File: config.mk
export PLATFORM = sky130hd
export DESIGN_NAME = pc_redirect_unit
export DESIGN_NICKNAME = d
export VERILOG_FILES = /design/src/rtl/pc_redirect_unit.sv
export SDC_FILE = /design/constraint.sdc
export NUM_CORES = 1
export LEC_CHECK = 0
export ABC_AREA = 1
export CAP_MARGIN = 15
export CORE_AREA = 2 2 105 107
export CTS_CLUSTER_SIZE = 16
export DETAILED_ROUTE_END_ITERATION = 10
export DIE_AREA = 0 0 107 109
export PLACE_DENSITY = 0.87
export SKIP_CTS_REPAIR_TIMING = 1
export SLEW_MARGIN = 15
export SYNTH_ARGS = -nofsm -noshare
export SYNTH_HDL_FRONTEND = slang
export SYNTH_SLANG_ARGS = --single-unit
File: constraint.sdc
create_clock -name clk -period 3.1 [get_ports clk]
set_input_delay 0.62 -clock clk [delete_from_list [all_inputs] [get_ports clk]]
set_output_delay 0.62 -clock clk [all_outputs]
set_load 0.05 [all_outputs]
File: src/rtl/pc_redirect_unit.sv
// ---------------------------------------------------------------------------
// pc_redirect_unit
//   Fetch-PC owner for a 3-stage IF/ID/EX RISC-V pipeline. Resolves taken
//   branches, jal and jalr from the EX stage, redirects the fetch PC, flushes
//   the wrong-path IF/ID instructions and keeps a saturating redirect count.
//
// Optional feature macro: MISALIGN_TRAP_EN
//   defined   : a taken redirect whose target has bit 1 set is not loaded;
//               the unit enters a sticky TRAP state (only reset exits).
//   undefined : target[1:0] is forced to 00 before loading; trap_o tied 0.
//
// Ports
//   clk             in   system clock, rising edge
//   reset           in   asynchronous, active-low reset
//   stall_i         in   hazard stall: holds PC, blocks EX resolution
//   ex_valid_i      in   EX stage holds a valid instruction
//   ex_pc_i         in   PC of the EX instruction
//   branch_i        in   EX instruction is a conditional branch
//   jal_i           in   EX instruction is jal
//   jalr_i          in   EX instruction is jalr
//   alu_result_i    in   bit0 = branch taken; full word = jalr base+imm
//   imm_i           in   sign-extended branch/jal offset
//   pc_o            out  current fetch address (registered)
//   fetch_valid_o   out  fetch address valid this cycle (registered)
//   flush_o         out  kill IF/ID contents this cycle (combinational)
//   redirect_cnt_o  out  saturating count of taken redirects (registered)
//   trap_o          out  sticky misaligned-target trap (registered)
// ---------------------------------------------------------------------------
module pc_redirect_unit #(
  parameter logic [31:0] RESET_PC = 32'h0040_0000,
  parameter int unsigned CNT_W    = 16
) (
  input  logic             clk,
  input  logic             reset,
  input  logic             stall_i,
  input  logic             ex_valid_i,
  input  logic [31:0]      ex_pc_i,
  input  logic             branch_i,
  input  logic             jal_i,
  input  logic             jalr_i,
  input  logic [31:0]      alu_result_i,
  input  logic [31:0]      imm_i,
  output logic [31:0]      pc_o,
  output logic             fetch_valid_o,
  output logic             flush_o,
  output logic [CNT_W-1:0] redirect_cnt_o,
  output logic             trap_o
);

  localparam int unsigned XLEN = 32;
  localparam logic [XLEN-1:0] PC_STEP   = XLEN'(4);
  localparam logic [XLEN-1:0] JALR_MASK = 32'hFFFF_FFFE;

`ifdef MISALIGN_TRAP_EN
  typedef enum logic [1:0] {
    ST_BOOT = 2'd0,
    ST_RUN  = 2'd1,
    ST_TRAP = 2'd2
  } state_e;
`else
  typedef enum logic [1:0] {
    ST_BOOT = 2'd0,
    ST_RUN  = 2'd1
  } state_e;
`endif

  state_e           state_q, state_d;
  logic [XLEN-1:0]  pc_q, pc_d;
  logic [CNT_W-1:0] cnt_q, cnt_d;
  logic             fetch_valid_q, fetch_valid_d;
  logic             trap_q, trap_d;

  logic             take;
  logic             misalign;
  logic [XLEN-1:0]  target_raw;
  logic [XLEN-1:0]  target;

  // EX resolution: only a running, unstalled pipeline with a valid EX op redirects
  always_comb begin
    take       = 1'b0;
    target_raw = '0;
    if ((state_q == ST_RUN) && ex_valid_i && !stall_i) begin
      take = jalr_i | jal_i | (branch_i & alu_result_i[0]);
    end
    // jalr has priority over the pc-relative forms
    if (jalr_i) begin
      target_raw = alu_result_i & JALR_MASK;
    end else begin
      target_raw = ex_pc_i + imm_i;
    end
  end

  // Misalignment handling: trap on target[1], or silently word-align
`ifdef MISALIGN_TRAP_EN
  always_comb begin
    misalign = take & target_raw[1];
    target   = target_raw;
  end
`else
  always_comb begin
    misalign = 1'b0;
    target   = {target_raw[XLEN-1:2], 2'b00};
  end
`endif

  // State register
  always_ff @(posedge clk or negedge reset) begin
    if (!reset) begin
      state_q <= ST_BOOT;
    end else begin
      state_q <= state_d;
    end
  end

  // Next-state logic
  always_comb begin
    state_d = state_q;
    case (state_q)
      ST_BOOT: state_d = ST_RUN;
      ST_RUN: begin
        state_d = ST_RUN;
`ifdef MISALIGN_TRAP_EN
        if (misalign) begin
          state_d = ST_TRAP;
        end
`endif
      end
`ifdef MISALIGN_TRAP_EN
      ST_TRAP: state_d = ST_TRAP;
`endif
      default: state_d = ST_BOOT;
    endcase
  end

  // Datapath / output next values
  always_comb begin
    pc_d          = pc_q;
    cnt_d         = cnt_q;
    fetch_valid_d = (state_d == ST_RUN);
`ifdef MISALIGN_TRAP_EN
    trap_d        = trap_q | (state_d == ST_TRAP);
`else
    trap_d        = 1'b0;
`endif
    flush_o       = take;

    if (state_q == ST_RUN) begin
      if (take) begin
        // A trapping redirect leaves PC and counter untouched
        if (!misalign) begin
          pc_d  = target;
          cnt_d = (&cnt_q) ? cnt_q : cnt_q + CNT_W'(1);
        end
      end else if (!stall_i) begin
        pc_d = pc_q + PC_STEP;
      end
    end
  end

  // Registered datapath and outputs
  always_ff @(posedge clk or negedge reset) begin
    if (!reset) begin
      pc_q          <= RESET_PC;
      cnt_q         <= '0;
      fetch_valid_q <= 1'b0;
      trap_q        <= 1'b0;
    end else begin
      pc_q          <= pc_d;
      cnt_q         <= cnt_d;
      fetch_valid_q <= fetch_valid_d;
      trap_q        <= trap_d;
    end
  end

  assign pc_o           = pc_q;
  assign fetch_valid_o  = fetch_valid_q;
  assign redirect_cnt_o = cnt_q;
  assign trap_o         = trap_q;

endmodule

==> reports/results.ini, run 1 <==
[run_status]
status = finished, final reports clean

[route]
ant_nets = 0
wl_per_cell_um = 12.7
wl_um = 15600
drtIter0Drc = 376
first_pass_iters = 5
via_per_inst = 5.15
vias = 6329
drc = 0

[clocking]
numCtsBuffers = 5
ctsHtreeMaxLevel = 2
cts_tree = done
clk_pin_slew_ns = 0.09
clock-sinks = 47
clkLatencyLatePin_ns = 0.30
clock_path_buffers = 2
root_buffer = clkbuf_8

[sta]
finalCritPeriodShare_pct = 80.6
fin_tns_setup_ns = 0
slew_violations = 0
rsz0062_at_grt = no
timing.fmax_mhz = 400
setup-violations-final = 0
max_slew.worst_pin.slew_ns = 0.957
fin_skew_ns = 0.00659
relSlewSlack_pct = 36.2
hold_viol_final = 0
period_needed_ns = 2.50

[layout]
fillers = 944
final_cell_mix = 300 x nand2_1, 147 x clkdlybuf4s50_1, 144 x nor2_1, 131 x inv_1, 65 x a21oi_1
nNetsFinal = 1224
drive_above_1_share_pct = 4.50
final_common_cell = nand2_1
num_antenna_cells = 0
utilization_pct = 68.8
area_growth_pct = 31.8
regArea_sq_um = 1180
multi_input_area_sq_um = 3760

[worst_setup_path]
cp.arrival_ns = 2.68
slowest_stage = clkdlybuf4s50_1
r2r-start = pc_o[3]
worstSetupPathType = in2reg
cpPeakStageDelay_ns = 0.40
critical_path.cell_chain = clkdlybuf4s50_1 > ha_1 > nand2_1 > inv_1 > nand2_1 > inv_1 > a21oi_1 > nand2_1 > nand2_1 > nand2_1 > nand2_1 > nand2_1 > o21ai_0 > a21oi_1
critPathRequiredTime_ns = 3.28
ff2ff_setup_slack_ns = 1.19
r2r-end = pc_o[20]
r2r_cells = 10
crit_path_frequent_cell = nand2_1
cpLargestDelayFamily = simple AND/OR/NAND/NOR gates
cp-endpoint = pc_o[20]
startpoint = ex_pc_i[11]
start_kind = primary input
crit_cells = 14
end_kind = flip-flop
worst-path-buf-inv = 3
crit_path_max_fanout = 4

[synthesis]
ys.flop_type = dfrtp_1
synthArstFlopShare_pct = 100
yosysSeqAreaShare_pct = 21.3
syn_inst = 946
ys.warnings.count = 0
synth_area_sq_um = 5530
synth.distinct_cells = 44
ys_seq_elements = 47
avgSynthCellArea_sq_um = 5.85
synth_enable_flop_cells = 0

[floorplanning]
dieArea_sq_um = 11700
ioPinCount = 154
start_util_pct = 52.2
rows = 38
core_sq_um = 10600
die_x_um = 107
fp.dieH_um = 109

[power_and_ir_drop]
p_per_area_nw_per_um2 = 456
p_int_uw = 1690
leakagePower_uw = 0.00373
totalPowerFinal_uw = 3330
peakVddDrop_uv = 414
p_seq_share_pct = 29.0
swShare_pct = 49.3
pwr-share-comb_pct = 57.5
p_clk_share_pct = 13.5
p_sw_uw = 1640

[place]
dp_hpwl_um = 12700
numPortBuffers = 149
routabilityCongestion = 0.941

[global_routing]
grtUsageTotal_pct = 26.7
first_global_vias = 5678
grt_max_degree = 52
antenna_found_initial = 0
grt_pass1_wl_um = 25300
grt.overflow.total = 0

[job]
maxCapViolCount = 0

[min_path]
hp-class = in2async

-- synth_stat cells (2+ instances only) --
cell	count	area, sq um
a21oi_1	65	325
a21oi_2	2	17.5
a31oi_1	5	31.3
buf_1	3	11.3
buf_2	7	35.0
buf_4	3	22.5
clkbuf_1	7	26.3
conb_1	2	7.51
dfrtp_1	46	1150
ha_1	32	400
inv_1	131	492
inv_2	4	15.0
nand2_1	300	1130
nand2_2	3	18.8
nand3_1	51	255
nand3_2	2	20.0
nand3b_1	2	15.0
nand4_1	9	56.3
nand4_2	2	25.0
nor2_1	144	541
nor2_2	8	50.1
nor3_1	20	100
nor3_2	5	50.1
o21ai_0	20	100
o21bai_1	5	37.5
o22ai_1	2	12.5
or2_2	3	18.8
xnor2_1	12	105
xor2_1	36	315
-- power groups by stage --
stage | combinational (uW) | clock [uW] | sequential, uW
after floorplan | 835 | 0 | 1380
after global placement | 1860 | 0 | 963
after detailed placement | 1890 | 0 | 972
after CTS | 1900 | 458 | 961
after global routing | 2070 | 475 | 989
final | 1910 | 448 | 966
-- worst min-delay path by stage --
stage	end	slack, ns	start	cells past startpoint
CTS	redirect_cnt_o[15]	0.51	redirect_cnt_o[15]	1
finish	fetch_valid_o	0.27	reset	1
floorplan	fetch_valid_o	0.32	reset	0
global route	pc_o[19]	0.30	reset	1
detailed placement	redirect_cnt_o[15]	0.49	redirect_cnt_o[15]	1
global placement	redirect_cnt_o[5]	0.48	redirect_cnt_o[5]	1
-- registers in the layout, indices dropped and copies added, names as in the netlist --
signal,cells
fetch_valid_o,1
redirect_cnt_o,16
pc_o,30
-- routing by layer --
layer  global-route usage (%)  routed length (um)
met3                     1.97                1050
met5                        0                   0
met2                     47.2                7570
met4                     7.79                 291
met1                     35.1                6730
-- logic make-up after synthesis --
| logic type | Yosys count | synth area share [%] |
|---|---|---|
| AOI/OAI and AO/OA | 104 | 10.2 |
| xor gates and xnor gates | 48 | 7.60 |
| adders and majority gates | 32 | 7.24 |
| buffers and inverters | 156 | 11.0 |
| DFF | 47 | 21.3 |
| other | 2 | 0.136 |
| and+or+nand+nor | 557 | 42.6 |
-- metrics by stage --
step,instances,hold slack (ns),cell area [sq um],worst slack (ns)
final,1230,0.268,7290,0.601
after global routing,1230,0.296,7290,0.392
after global placement,1221,0.482,7160,0.321
after detailed placement,1221,0.489,7160,0.329
after floorplan,948,0.324,5540,1.09
after CTS,1229,0.509,7270,0.644
-- final cells by class --
| cell class | count | area share [%] |
|---|---|---|
| well taps | 140 | 2.40 |
| clock inverters | 2 | 0.515 |
| clock buffers | 6 | 0.996 |
| multi-input cells | 745 | 51.5 |
| inverters | 136 | 7.02 |
| repair buffers | 154 | 21.4 |
| flip-flops and latches | 47 | 16.2 |
Note: power is estimated with default switching activity, not from simulation.
==> inputs of run 2 (changes only) <==
CORE_AREA = 2 2 109 111   (was 2 2 105 107)
DIE_AREA = 0 0 111 113   (was 0 0 107 109)
PLACE_DENSITY = 0.81   (was 0.87)
clock period = 2.5 ns   (was 3.1 ns; I/O delays follow)
==> run 2 against run 1 <==
Against the previous run:
- die area grew 7.5%
- highest routed layer unchanged
- sequential share of layout area shrank 1.0 points
- critical path depth grew 2
- design area grew 6.6%
- final cell count grew 4.6%
- total power grew 35%
- wire length grew 3.5%
- global-route usage shrank 0.92 points
- via count grew 1.8%
==> reports/results.ini, run 2 (same netlist as run 1, synthesis figures left out) <==
[run_status]
status = finished, final reports clean

[worst_setup_path]
critical_path.cell_chain = clkdlybuf4s50_1 > ha_1 > nand2_1 > inv_1 > a21oi_1 > nand2_1 > nand2_1 > nand2_1 > nand2_1 > nand2_1 > nand2_1 > nand3_1 > nand2_1 > nand2_1 > nand2_1 > nand2_1
end_kind = flip-flop
worst-path-buf-inv = 2
crit_path_frequent_cell = nand2_1
crit_cells = 16
crit_path_max_fanout = 4
critPathRequiredTime_ns = 2.69
cpLargestDelayFamily = simple AND/OR/NAND/NOR gates
start_kind = primary input
r2r_cells = 10
cpPeakStageDelay_ns = 0.41
slowest_stage = clkdlybuf4s50_1
cp.arrival_ns = 2.53
worstSetupPathType = in2reg

[clocking]
ctsHtreeMaxLevel = 2
clock-sinks = 47
clkLatencyLatePin_ns = 0.30
clock_path_buffers = 2
root_buffer = clkbuf_16
clk_pin_slew_ns = 0.07
numCtsBuffers = 5
cts_tree = done

[power_and_ir_drop]
p_per_area_nw_per_um2 = 578
leakagePower_uw = 0.00403
peakVddDrop_uv = 653

[route]
via_per_inst = 5.00
first_pass_iters = 5
wl_um = 16200
wl_per_cell_um = 12.6
drtIter0Drc = 431
vias = 6441
drc = 0
ant_nets = 0

[floorplanning]
die_x_um = 111
start_util_pct = 49.1
ioPinCount = 154
core_sq_um = 11300
fp.dieH_um = 113
rows = 39
dieArea_sq_um = 12500

[place]
routabilityCongestion = 0.958
place_area_sq_um = 7590
dp_cells = 1279
dp_hpwl_um = 13300
numPortBuffers = 149
pre_cts_ws_ns = -0.130

[layout]
drive_above_1_share_pct = 9.27
num_antenna_cells = 0
nNetsFinal = 1278
final_common_cell = nand2_1
final_cell_mix = 299 x nand2_1, 147 x clkdlybuf4s50_1, 144 x nor2_1, 131 x inv_1, 65 x a21oi_1
fillers = 977
utilization_pct = 69.0
area_growth_pct = 40.5
final_cell_count_no_fill = 1287
largest_register_ff_count = 30
fin_area_sq_um = 7770

[job]
maxCapViolCount = 0

[sta]
relSlewSlack_pct = 51.9
timing.fmax_mhz = 427
rsz0062_at_grt = yes
fin_tns_setup_ns = 0
period_needed_ns = 2.34
slew_violations = 0
setup-violations-final = 0
hold_viol_final = 0
finalCritPeriodShare_pct = 93.6
fin_skew_ns = 0.00624
fin_ws_ns = 0.160
max_slew.worst_pin.slew_ns = 0.722

[global_routing]
grtUsageTotal_pct = 25.8
grt_max_degree = 52
first_global_vias = 5927
grt_pass1_wl_um = 26900
grt.overflow.total = 0
antenna_found_initial = 0

[min_path]
hp-class = in2async

[run 2: layout make-up]
cell class | count | area, sq um | area share (%)
multi-input combinational | 745 | 3760 | 48.4
timing repair buffer | 208 | 1960 | 25.3
sequential | 47 | 1180 | 15.1
inverter | 136 | 512 | 6.58
tap | 143 | 179 | 2.30
clock buffer | 6 | 139 | 1.79
clock inverter | 2 | 38.8 | 0.499
[run 2: worst register-to-register path, stage by stage, from the launching register on]
cell	delay, ns
dfrtp_1	0.45
ha_1	0.25
nand3_2	0.14
inv_2	0.12
nand2_2	0.09
nor2_4	0.13
nand4_2	0.14
o21ai_1	0.15
nand2_1	0.08
a21oi_1	0.14
a21oi_1	0.08
[run 2: report_power, final]
group / leakage [uW] / internal [uW] / switching, uW
sequential: 0.000548 / 925 / 273
combinational: 0.00339 / 962 / 1520
clock: 0.0000875 / 503 / 306
total: 0.00403 / 2390 / 2100
[run 2: path summary, 6_finish.rpt]
check / startpoint / end / slack [ns]
min in group clk: redirect_cnt_o[11] / redirect_cnt_o[11] / 0.49
min reg2reg: redirect_cnt_o[11] / redirect_cnt_o[11] / 0.49
max in group asynchronous: reset / redirect_cnt_o[8] / 1.62
max reg2reg: pc_o[3] / pc_o[20] / 0.62
max: ex_pc_i[5] / pc_o[30] / 0.16
min: reset / pc_o[28] / 0.26
[run 2: stage by stage]
step	total power (uW)	hold WS, ns
floorplan	2750	0.204
finish	4490	0.258
CTS	4470	0.292
global placement	3630	0.483
global route	4760	0.314
detailed placement	3660	0.483
[run 2: layer usage]
layer	global-route usage, %	wire (um)	vias up
met5	0	0	-
met4	8.50	435	0
met3	2.14	918	35
met2	43.9	7470	216
met1	34.8	7370	2830
li1	-	-	3360
==> inputs of run 3 (changes only) <==
PLACE_DENSITY = 0.83   (was 0.81)
==> run 3 against run 2 <==
Against the previous run:
- count of clock-buffer cells in the layout is 1 higher
- critical path depth is 2 lower
- non-clock buffer count down 19
- clock power decreased by 14%
- sequential cell count unchanged
- design area down 2.2%
- largest cell class unchanged
- setup slack better by 0.024 ns
- sequential power about the same
- register-to-register slack about the same
- global-route usage grew 1.1 points
- critical path type unchanged
- die area stayed put
==> reports/results.ini, run 3 (same netlist as run 1, synthesis figures left out) <==
[sta]
period_needed_ns = 2.32
slew_violations = 0
setup-violations-final = 0
max_slew.worst_pin.slew_ns = 0.768
hold_viol_final = 0
fin_ws_ns = 0.185
finalCritPeriodShare_pct = 92.6
fin_skew_ns = 0.00337
timing.fmax_mhz = 432
relSlewSlack_pct = 48.8
rsz0062_at_grt = no

[route]
top_layer = met4
wl_met2_um = 7860
drc = 0
wl_met1_um = 7180
wl_met3_um = 1010
first_pass_iters = 7
ant_nets = 0
drtIter0Drc = 329
wl_um = 16500
wl_per_cell_um = 13.0
via_per_inst = 5.08
vias = 6444

[global_routing]
first_global_vias = 6127
grt.overflow.total = 0
antenna_found_initial = 0
grt_pass1_wl_um = 27800
grt_max_degree = 52
grtUsageTotal_pct = 26.9

[layout]
final_common_cell = nand2_1
drive_above_1_share_pct = 7.64
fin_area_sq_um = 7600
final_cell_mix = 299 x nand2_1, 147 x clkdlybuf4s50_1, 144 x nor2_1, 131 x inv_1, 65 x a21oi_1
area_growth_pct = 37.4
nNetsFinal = 1259
largest_register_ff_count = 30
num_antenna_cells = 0

[worst_setup_path]
crit_path_frequent_cell = nand2_1
crit_path_max_fanout = 4
critPathRequiredTime_ns = 2.67
cpPeakStageDelay_ns = 0.42
worstSetupPathType = in2reg
cp.arrival_ns = 2.49
start_kind = primary input
critical_path.cell_chain = clkdlybuf4s50_1 > ha_1 > nand2_1 > inv_1 > nand2_1 > nand2_1 > a21oi_1 > nand2_1 > nand2_1 > nand2_1 > nand2_1 > nand2_1 > o21ai_0 > a21oi_1
slowest_stage = clkdlybuf4s50_1
end_kind = flip-flop

[place]
routabilityCongestion = 0.905
dp_hpwl_um = 13600
pre_cts_ws_ns = -0.0845
numPortBuffers = 149
place_area_sq_um = 7450

[floorplanning]
die_x_um = 111
start_util_pct = 49.1
ioPinCount = 154
fp.dieH_um = 113
rows = 39
core_sq_um = 11300
dieArea_sq_um = 12500

[power_and_ir_drop]
leakagePower_uw = 0.00392
peakVddDrop_uv = 616
p_per_area_nw_per_um2 = 571
totalPowerFinal_uw = 4340

[run_status]
status = finished, final reports clean

[clocking]
clkLatencyLatePin_ns = 0.30
ctsHtreeMaxLevel = 2
clock_path_buffers = 2
numCtsBuffers = 5
cts_tree = done
root_buffer = clkbuf_16
clk_pin_slew_ns = 0.06
clock-sinks = 47

[job]
maxCapViolCount = 0

[min_path]
hp-class = in2async

[run 3: routing by layer]
| layer | GRT usage, % | vias up |
|---|---|---|
| li1 | - | 3310 |
| met5 | 0 | - |
| met2 | 46.2 | 229 |
| met4 | 10.2 | 0 |
| met1 | 34.9 | 2866 |
| met3 | 2.95 | 39 |
[run 3: layout make-up]
type                            count  area, sq um
Fill cell                        1006         3670
Inverter                          136          512
Sequential cell                    47         1180
Tap cell                          143          179
Clock buffer                        7          143
Clock inverter                      1         8.76
Multi-Input combinational cell    745         3760
Timing Repair Buffer              189         1820
[run 3: path summary, 6_finish.rpt]
check                                        start                 end  slack [ns]  depth (start not counted)
worst max-delay path                    ex_pc_i[7]            pc_o[20]        0.18                         14
worst min-delay path                         reset       fetch_valid_o        0.28                          1
worst max register to register             pc_o[3]            pc_o[20]        0.63                         10
worst min register to register  redirect_cnt_o[11]  redirect_cnt_o[11]        0.50                          1
max in group asynchronous                    reset   redirect_cnt_o[2]        1.59                          2
min in group clk                redirect_cnt_o[11]  redirect_cnt_o[11]        0.50                          1
[run 3: metrics by stage]
stage          hold slack, ns  utilization [%]  setup TNS (ns)  instances
6_report                0.277             67.4               0       1268
5_1_grt                 0.340             67.4               0       1268
4_1_cts                 0.306             67.4               0       1268
3_5_place_dp            0.492             66.1          -0.923       1260
3_3_place_gp            0.483             66.1          -0.267       1260
2_1_floorplan           0.204                -               0        948
[run 3: worst max-delay path, delay by kind of cell]
family          cells  cell delay [ns]
compound gates      3             0.48
fa+ha+maj           1             0.35
buf+inv             2             0.48
simple gates        8             0.67
[run 3: power breakdown]
part | internal (uW) | total, uW | switching (uW) | leakage, uW
logic | 930 | 2450 | 1520 | 0.00330
registers | 925 | 1200 | 274 | 0.000548
clock network | 400 | 694 | 294 | 0.0000741
